File: src/rtl/pwm_ramp_ctrl.sv
// rtl/pwm_ramp_ctrl.sv - duty-cycle ramp sequencer for a pwm instance
// Steps the duty toward a commanded target on PWM period boundaries; stop ramps down to 0 and disables.
module pwm_ramp_ctrl #(
  parameter int N                = 8,
  parameter int PERIOD_CLK_COUNT = 2000000,
  parameter int STEP_PERIODS     = 1
) (
  input  logic         clkIn,
  input  logic         rstnIn,
  input  logic         cmdValidIn,
  output logic         cmdReadyOut,
  input  logic [N-1:0] cmdTargetIn,
  input  logic [N-1:0] cmdStepIn,
  input  logic         stopIn,
  output logic         pwmEnOut,
  output logic [N-1:0] dutyCycleOut,
  output logic         busyOut,
  output logic         doneOut,
  output logic         periodTickOut
);

  localparam int PW = (PERIOD_CLK_COUNT > 1) ? $clog2(PERIOD_CLK_COUNT) : 1;
  localparam int SW = (STEP_PERIODS > 1) ? $clog2(STEP_PERIODS) : 1;
  localparam logic [PW-1:0] PERIOD_LAST = PW'(PERIOD_CLK_COUNT - 1);
  localparam logic [SW-1:0] STEP_LAST   = SW'(STEP_PERIODS - 1);

  typedef enum logic [1:0] {
    S_IDLE,
    S_RAMP,
    S_HOLD,
    S_STOP
  } state_t;

  state_t        r_state;
  logic [PW-1:0] r_period_cnt;
  logic [SW-1:0] r_step_cnt;
  logic [N-1:0]  r_target;
  logic [N-1:0]  r_step;
  logic [N-1:0]  r_duty;
  logic          r_en;
  logic          r_ready;
  logic          r_busy;
  logic          r_done;

  logic          w_tick;
  logic          w_step;
  logic          w_accept;
  logic [N-1:0]  w_cmd_step;
  logic [N-1:0]  w_ramp_duty;
  logic [N-1:0]  w_stop_duty;

  // One step toward tgt, computed N+1 bits wide so neither direction can wrap.
  function automatic logic [N-1:0] f_toward(
    input logic [N-1:0] cur,
    input logic [N-1:0] tgt,
    input logic [N-1:0] stp
  );
    logic [N:0] c;
    logic [N:0] t;
    logic [N:0] s;
    logic [N:0] res;
    c = {1'b0, cur};
    t = {1'b0, tgt};
    s = {1'b0, stp};
    if (c < t) begin
      res = ((t - c) <= s) ? t : (c + s);
    end else begin
      res = ((c - t) <= s) ? t : (c - s);
    end
    return res[N-1:0];
  endfunction

  assign w_tick      = r_en && (r_period_cnt == PERIOD_LAST);
  assign w_step      = w_tick && (r_step_cnt == STEP_LAST);
  assign w_accept    = cmdValidIn && r_ready;
  assign w_cmd_step  = (cmdStepIn == '0) ? N'(1) : cmdStepIn;
  assign w_ramp_duty = f_toward(r_duty, r_target, r_step);
  assign w_stop_duty = f_toward(r_duty, '0, r_step);

  always_ff @(posedge clkIn or negedge rstnIn) begin
    if (!rstnIn) begin
      r_state      <= S_IDLE;
      r_period_cnt <= '0;
      r_step_cnt   <= '0;
      r_target     <= '0;
      r_step       <= '0;
      r_duty       <= '0;
      r_en         <= 1'b0;
      r_ready      <= 1'b0;
      r_busy       <= 1'b0;
      r_done       <= 1'b0;
    end else begin
      r_done <= 1'b0;

      // Counters track the pwm instance, so they only move while it is enabled.
      if (r_en) begin
        r_period_cnt <= w_tick ? '0 : r_period_cnt + PW'(1);
      end
      if (w_tick) begin
        r_step_cnt <= (r_step_cnt == STEP_LAST) ? '0 : r_step_cnt + SW'(1);
      end

      case (r_state)
        S_IDLE: begin
          r_ready <= 1'b1;
          r_busy  <= 1'b0;
          if (w_accept) begin
            r_target     <= cmdTargetIn;
            r_step       <= w_cmd_step;
            r_period_cnt <= '0;
            r_step_cnt   <= '0;
            r_en         <= 1'b1;
            r_duty       <= '0;
            if (cmdTargetIn == '0) begin
              r_state <= S_HOLD;
              r_done  <= 1'b1;
            end else begin
              r_state <= S_RAMP;
              r_ready <= 1'b0;
              r_busy  <= 1'b1;
            end
          end
        end

        S_RAMP: begin
          if (stopIn) begin
            r_state <= S_STOP;
          end else if (w_step) begin
            r_duty <= w_ramp_duty;
            if (w_ramp_duty == r_target) begin
              r_state <= S_HOLD;
              r_done  <= 1'b1;
              r_ready <= 1'b1;
              r_busy  <= 1'b0;
            end
          end
        end

        S_HOLD: begin
          // Stop wins over a command offered on the same cycle.
          if (stopIn) begin
            r_state <= S_STOP;
            r_ready <= 1'b0;
            r_busy  <= 1'b1;
          end else if (w_accept) begin
            r_target   <= cmdTargetIn;
            r_step     <= w_cmd_step;
            r_step_cnt <= '0;
            if (cmdTargetIn == r_duty) begin
              r_done <= 1'b1;
            end else begin
              r_state <= S_RAMP;
              r_ready <= 1'b0;
              r_busy  <= 1'b1;
            end
          end
        end

        S_STOP: begin
          if (w_step) begin
            r_duty <= w_stop_duty;
            if (w_stop_duty == '0) begin
              r_state <= S_IDLE;
              r_en    <= 1'b0;
              r_done  <= 1'b1;
              r_ready <= 1'b1;
              r_busy  <= 1'b0;
            end
          end
        end

        default: begin
          r_state <= S_IDLE;
          r_en    <= 1'b0;
          r_duty  <= '0;
          r_ready <= 1'b0;
          r_busy  <= 1'b0;
        end
      endcase
    end
  end

  assign cmdReadyOut   = r_ready;
  assign pwmEnOut      = r_en;
  assign dutyCycleOut  = r_duty;
  assign busyOut       = r_busy;
  assign doneOut       = r_done;
  assign periodTickOut = w_tick;

endmodule

File: config.mk
export PLATFORM = sky130hd
export DESIGN_NAME = pwm_ramp_ctrl
export DESIGN_NICKNAME = d
export VERILOG_FILES = /design/src/rtl/pwm_ramp_ctrl.sv
export SDC_FILE = /design/constraint.sdc
export NUM_CORES = 1
export LEC_CHECK = 0
export ABC_AREA = 1
export BUFFER_PORTS_ARGS = -buffer_cell sky130_fd_sc_hd__buf_2
export CORE_ASPECT_RATIO = 0.6
export CORE_MARGIN = 1
export CORE_UTILIZATION = 30
export DETAILED_ROUTE_END_ITERATION = 7
export GPL_TIMING_DRIVEN = 0
export SLEW_MARGIN = 25
export SYNTH_ARGS = -nofsm -noshare
export SYNTH_HDL_FRONTEND = slang
export SYNTH_SLANG_ARGS = --single-unit
File: constraint.sdc
create_clock -name clkIn -period 7.4 [get_ports clkIn]
set_input_delay 0.37 -clock clkIn [delete_from_list [all_inputs] [get_ports clkIn]]
set_output_delay 0.37 -clock clkIn [all_outputs]
set_load 0.02 [all_outputs]
# Yosys cells after proc, flatten, opt, wreduce, memory -nomap -nowiden

Cells that the tools add are included.

Bits in registers: 52
Output and inout port bits: 13
Bits of input ports: 20

Add/sub/neg operators: 6
Mux-type cells: 70
Equality and inequality tests: 17
$lt $le $gt $ge: 4
Bitwise operators: 1
Reduce and logical (&&, ||, !) cells: 15

Operators by type and width:

| kind                  | count |
|---|---|
| $mux 8                | 13 |
| $mux 21               | 4 |
| $mux 1                | 34 |
| $pmux 8 s2            | 2 |
| $logic_not 8->1       | 3 |
| $pmux 8 s3            | 1 |
| $add 21x1->21 const B | 1 |
| $eq 21x21->1 const B  | 1 |
| $mux 2                | 10 |
| $le 9x8->1            | 2 |
| $sub 8x8->9           | 2 |
| $eq 8x8->1            | 2 |
| $ne 2x2->1 const B    | 7 |
| $reduce_and 7->1      | 2 |
| $ne 3x3->1 const B    | 4 |
| $pmux 1 s4            | 3 |
| $add 8x8->8           | 1 |
| $le 8x8->1            | 1 |
| $lt 8x8->1            | 1 |
| $pmux 2 s4            | 1 |
| $sub 8x8->8           | 1 |
| $reduce_and 5->1      | 1 |
| $eq 2x2->1 const B    | 2 |
| $pmux 1 s2            | 2 |
| other kinds (9)       | 12 |

# Longest topological paths before layout

Depth in word-level cells: 9
Mapped depth: 30
Gate-level depth less buffers: 29

# Worst setup path before layout

No wires, ideal clock.

Path kind: register -> register
From: register r_duty[1], in the netlist dutyCycleOut[1]
To: register r_ready, in the netlist cmdReadyOut
Arrival: 3660 ps
Data required time: 7283 ps
Path slack: 3623 ps
Cell stages (with the launch flop): 28
Library setup time: 117 ps
Period minus slack after synthesis: 3777 ps
Cell sequence: dfrtp_1 > inv_1 > ha_1 > nand2_1 > nor2_1 > a211oi_1 > o21ai_0 > a21oi_1 > nor2_1 > nor2_1 > xor2_1 > ha_1 > and3_1 > nand2_1 > nand2_1 > nand2_1 > nand2_1 > buf_4 > nand2_1 > nand3_2 > nand3_2 > nand2_1 > nor2_1 > nand3_2 > o21bai_2 > nand2_1 > nand2_1 > nand2_1

Word-level cells in the longest chain between the ends: 7

RTL lines:

| element                        | RTL line | source |
|---|---|---|
| from (decl)                    | 39       | `logic [N-1:0] r_duty;` |
| from (signal assigned)         | 129      | `r_duty <= w_ramp_duty;` |
| from (signal assigned)         | 161      | `r_duty <= w_stop_duty;` |
| $sub 8x8->9 (on tied branches) | 68, 66   |  |
| $le 9x8->1 (on tied branches)  | 68, 66   |  |
| $mux 8 (on tied branches)      | 68, 66   |  |
| $mux 8                         | 65       | `if (c < t) begin` |
| $eq 8x8->1                     | 130      | `if (w_ramp_duty == r_target) begin` |
| $ne 2x2->1 (no line)           | --       |  |
| $reduce_and 7->1 (no line) *   | --       |  |
| to (signal assigned)           | 133      | `r_ready <= 1'b1;` |
| to (signal assigned)           | 143      | `r_ready <= 1'b0;` |
| to (signal assigned)           | 153      | `r_ready <= 1'b0;` |
| to (decl)                      | 41       | `logic r_ready;` |

Mark *: on every way between the ends. The rest lies on a longest branch, timed or not.
A chain may end at the register's enable or synchronous reset.

# Worst setup path in the final report

From: register r_duty[1], in the netlist dutyCycleOut[1]
To: register r_state[0]

Word-level cells in the longest chain between the ends: 7

RTL lines:

| element                        | RTL line | source |
|---|---|---|
| $sub 8x8->9 (on tied branches) | 68, 66   |  |
| $le 9x8->1 (on tied branches)  | 68, 66   |  |
| $mux 8 (on tied branches)      | 68, 66   |  |
| $mux 8                         | 65       |  |
| $eq 8x8->1                     | 130      |  |
| $ne 3x3->1 (no line)           | --       |  |
| $reduce_and 7->1 (no line) *   | --       |  |
| to (signal assigned)           | 127      | `r_state <= S_STOP;` |
| to (signal assigned)           | 131      | `r_state <= S_HOLD;` |
| to (signal assigned)           | 142      | `r_state <= S_STOP;` |
| to (decl)                      | 34       | `state_t r_state;` |

Marks and branches as above.

==> metrics.txt <==
# TYPE chip_impl_metric gauge
chip_impl_info{name="outcome",value="finished, final reports clean"} 1
chip_impl_metric{name="layout.filler_cells",unit=""} 1697
chip_impl_metric{name="hold_violations",unit=""} 0
chip_impl_metric{name="initialDrtViolationCount",unit=""} 427
chip_impl_metric{name="drt-vias-per-instance",unit=""} 4.99
chip_impl_info{name="timing.critical_path.slowest_stage_cell",value="dfrtp_1"} 1
chip_impl_metric{name="drtPass1Iterations",unit=""} 5
chip_impl_metric{name="initial_utilization",unit="%"} 31.3
chip_impl_metric{name="drc_viols",unit=""} 0
chip_impl_metric{name="antenna_found_initial",unit=""} 0
chip_impl_metric{name="finish.net_count",unit=""} 808
chip_impl_metric{name="worstRegToRegCells",unit=""} 27
chip_impl_metric{name="ios",unit=""} 33
chip_impl_metric{name="grt_pass1_wl",unit="um"} 24100
chip_impl_info{name="cp-endpoint",value="r_state[0]$_DFFE_PN0P_"} 1
chip_impl_metric{name="timing.slew.headroom",unit="%"} 50.8
chip_impl_metric{name="cts-hold-fix-buffers",unit=""} 0
chip_impl_metric{name="detailroute.via_count",unit=""} 4698
chip_impl_metric{name="core_region_area",unit="um^2"} 15700
chip_impl_metric{name="post_syn_instances",unit=""} 698
chip_impl_info{name="cts_tree",value="yes"} 1
chip_impl_metric{name="clock_sinks",unit=""} 52
chip_impl_metric{name="ctsResizeCount",unit=""} 0
chip_impl_metric{name="max_clock_freq",unit="MHz"} 214
chip_impl_metric{name="final-setup-viol-count",unit=""} 0
chip_impl_metric{name="gpl.final_weighted_congestion",unit=""} 0.937
chip_impl_metric{name="grt.total_usage",unit="%"} 18.9
chip_impl_metric{name="worst-slew-pin-transition",unit="ns"} 0.739
chip_impl_metric{name="worst-endpoint-required",unit="ns"} 7.59
chip_impl_metric{name="area.sequential",unit="um^2"} 1300
chip_impl_metric{name="ant_diodes",unit=""} 0
chip_impl_metric{name="synthesized_net_count",unit=""} 769
chip_impl_info{name="setup.worst_path.end_class",value="flop"} 1
chip_impl_info{name="critPathLaunch",value="dutyCycleOut[1]$_DFFE_PN0P_"} 1
chip_impl_metric{name="wl_per_instance",unit="um"} 16.2
chip_impl_metric{name="total_congestion_overflow_after_global_routing",unit=""} 0
chip_impl_metric{name="critical_path.n_buffers_inverters",unit=""} 2
chip_impl_metric{name="skew",unit="ns"} 0.0118
chip_impl_metric{name="post-route-cell-area",unit="um^2"} 5480
chip_impl_metric{name="synthDistinctLibCells",unit=""} 50
chip_impl_metric{name="number_of_global_route_vias_before_repair",unit=""} 4195
chip_impl_metric{name="postRouteAntennaNets",unit=""} 0
chip_impl_info{name="worst_path_dominant_cell_family",value="simple AND/OR/NAND/NOR gates"} 1
chip_impl_info{name="timing.critical_path.mode_cell",value="nand2_1"} 1
chip_impl_metric{name="crit_fanout",unit=""} 12
chip_impl_metric{name="netlist_area",unit="um^2"} 4910
chip_impl_metric{name="post_cts.repair.setup_buffers",unit=""} 0
chip_impl_metric{name="final.period_utilization",unit="%"} 63.0
chip_impl_metric{name="finalWirelength",unit="um"} 15200
chip_impl_info{name="r2r_end",value="r_state[0]$_DFFE_PN0P_"} 1
chip_impl_metric{name="worst_ep_arrival_time",unit="ns"} 4.86
chip_impl_metric{name="yosys_register_bits",unit=""} 52
chip_impl_metric{name="synthToLayoutAreaGrowth",unit="%"} 11.5
chip_impl_metric{name="ctsHtreeMaxLevel",unit=""} 2
chip_impl_metric{name="insertion_delay",unit="ns"} 0.30
chip_impl_metric{name="yosys_warnings",unit=""} 0
chip_impl_metric{name="dp.final_hpwl",unit="um"} 12400
chip_impl_metric{name="post-route-min-period",unit="ns"} 4.66
chip_impl_metric{name="placement_rows",unit=""} 35
chip_impl_metric{name="pin_count_of_the_biggest_net_entering_global_routing",unit=""} 53
chip_impl_metric{name="timing.critical_path.depth",unit=""} 27
chip_impl_info{name="cts.root.buffer_cell",value="clkbuf_16"} 1
chip_impl_metric{name="timing.setup.tns",unit="ns"} 0
chip_impl_metric{name="drv.max_cap_violation_count",unit=""} 0
chip_impl_metric{name="finalMaxSlewViolations",unit=""} 0
chip_impl_metric{name="count_of_input_and_output_buffers",unit=""} 32
chip_impl_info{name="setup_repair_after_global_routing_missed_its_margin",value="no"} 1
chip_impl_info{name="worst_setup_path_start_kind",value="flop"} 1
chip_impl_metric{name="clkSlewWorstSetupHoldPaths",unit="ns"} 0.07
chip_impl_metric{name="detailed_place.area",unit="um^2"} 5330
chip_impl_metric{name="syn_area_per_cell",unit="um^2"} 7.04
chip_impl_metric{name="rrSetupSlack",unit="ns"} 2.74
chip_impl_metric{name="cts-buffers-inserted",unit=""} 5
chip_impl_metric{name="drive_gt1_share",unit="%"} 13.3
chip_impl_info{name="worstReg2RegStart",value="dutyCycleOut[1]$_DFFE_PN0P_"} 1
chip_impl_metric{name="cts_max_path_buffers",unit=""} 2
chip_impl_metric{name="die_height",unit="um"} 101
chip_impl_info{name="setup.worst_path.class",value="reg -> reg"} 1
chip_impl_metric{name="floorplan.die_area",unit="um^2"} 16900
chip_impl_info{name="hp-class",value="in -> async"} 1
chip_impl_metric{name="cp_peak_stage_delay",unit="ns"} 0.82
chip_impl_metric{name="footprint_of_the_multi_input_gates",unit="um^2"} 3130
chip_impl_metric{name="synth-seq-area-share",unit="%"} 26.5
chip_impl_metric{name="die_w",unit="um"} 167
## area by class of cell
type                            count  share of cell area [%]
Buffer                             13                    1.51
Inverter                          106                    7.26
Tap cell                          203                    4.63
Sequential cell                    52                    23.7
Clock buffer                        5                    2.28
Clock inverter                      3                   0.457
Multi-Input combinational cell    527                    57.1
Timing Repair Buffer               32                    2.97
## synthesized netlist by cell type (all sizes together)
master	count	area [um^2]
dfrtp	52	1300
nor3b	1	12.5
nand4	11	75.1
o21bai	4	37.5
fa	4	80.1
nand2	171	667
clkinv	1	3.75
a21o	3	22.5
buf	9	67.6
o21a	3	22.5
a221oi	4	35.0
nand3	70	400
o211ai	3	36.3
xor2	18	158
ha	47	588
inv	105	394
a211oi	4	42.5
o22a	1	8.76
nor4	7	43.8
a21oi	41	216
a31oi	10	68.8
o31ai	1	7.51
o21ai	29	149
clkbuf	4	15.0
and3	1	6.26
nor2	69	287
o22ai	3	18.8
o221a	1	11.3
or2	3	18.8
xnor2	6	52.6
nor3	10	50.1
a21boi	1	7.51
a41oi	1	8.76
## metal layers
metal | up-vias | global-route usage [%] | share of wire, %
li1 | 2389 | - | -
met1 | 2155 | 33.7 | 60
met2 | 145 | 21.4 | 31
met3 | 9 | 3.79 | 8.5
met4 | 0 | 2.05 | 0.51
met5 | - | 0 | 0
## worst register-to-register path, cell delays in order (launching register included)
cell	delay, ns
dfrtp_1	0.82
inv_1	0.12
ha_1	0.32
nand2_1	0.10
nor2_1	0.05
a211oi_1	0.37
o21ai_0	0.25
a21oi_1	0.18
nor2_1	0.05
nor2_1	0.10
xor2_1	0.17
ha_1	0.26
and3_1	0.20
nand2_1	0.07
nand2_1	0.04
nand2_1	0.06
nand2_1	0.13
buf_4	0.21
nand3_1	0.12
nand3_1	0.14
nand3_1	0.12
nand2_1	0.05
nor2_1	0.12
nand3_2	0.12
o21bai_2	0.19
nand2_1	0.09
nand2_1	0.06
nand2_1	0.05
## worst min path at each step
stage | slack [ns] | endpoint | depth (start not counted)
3_5_place_dp | 0.44 | dutyCycleOut[2]$_DFFE_PN0P_ | 1
2_1_floorplan | 0.07 | busyOut$_DFFE_PN0P_ | 0
5_1_grt | 0.16 | dutyCycleOut[2]$_DFFE_PN0P_ | 1
6_report | 0.08 | dutyCycleOut[2]$_DFFE_PN0P_ | 1
4_1_cts | 0.12 | dutyCycleOut[2]$_DFFE_PN0P_ | 1
3_3_place_gp | 0.44 | r_period_cnt[20]$_DFF_PN0_ | 1
## cells in the final DEF, fill, tap and decap left out, drive strengths merged, types with 6 or more instances in the layout
| cell | n |
|---|---|
| nand3 | 70 |
| buf | 41 |
| dfrtp | 52 |
| a31oi | 10 |
| xor2 | 18 |
| ha | 47 |
| nand4 | 11 |
| nor4 | 7 |
| inv | 107 |
| clkbuf | 9 |
| nand2 | 171 |
| xnor2 | 6 |
| nor3 | 10 |
| o21ai | 29 |
| a21oi | 41 |
| nor2 | 69 |
## state kept, by name, indices dropped and copies added, names as in the netlist
name          cells
dutyCycleOut      8
r_state           2
pwmEnOut          1
busyOut           1
r_target          8
r_step_cnt        1
doneOut           1
cmdReadyOut       1
r_period_cnt     21
r_step            8
## logic make-up (layout without fill, tap and decap cells)
group / count (synthesis) / in the layout / share of synthesized area [%]
AO/OA/AOI/OAI: 109 / 109 / 14.1
buffers and inverters: 119 / 159 / 9.78
flip-flops: 52 / 52 / 26.5
adder cells (fa/ha/maj): 51 / 51 / 13.6
AND/OR/NAND/NOR: 343 / 343 / 31.8
XOR/XNOR: 24 / 24 / 4.28
## through the flow
stage | util, % | worst slack [ns] | cells | hold WS (ns)
after detailed placement | 34.0 | 2.86 | 933 | 0.444
after global routing | 35.0 | 2.30 | 941 | 0.157
after CTS | 35.0 | 2.84 | 941 | 0.124
final | 35.0 | 2.74 | 941 | 0.0836
after floorplan | - | 3.62 | 698 | 0.0744
after global placement | 34.0 | 2.89 | 933 | 0.441
Power is not shown: default switching activity piles up to over one toggle a cycle in this logic, so the estimate is an artifact.
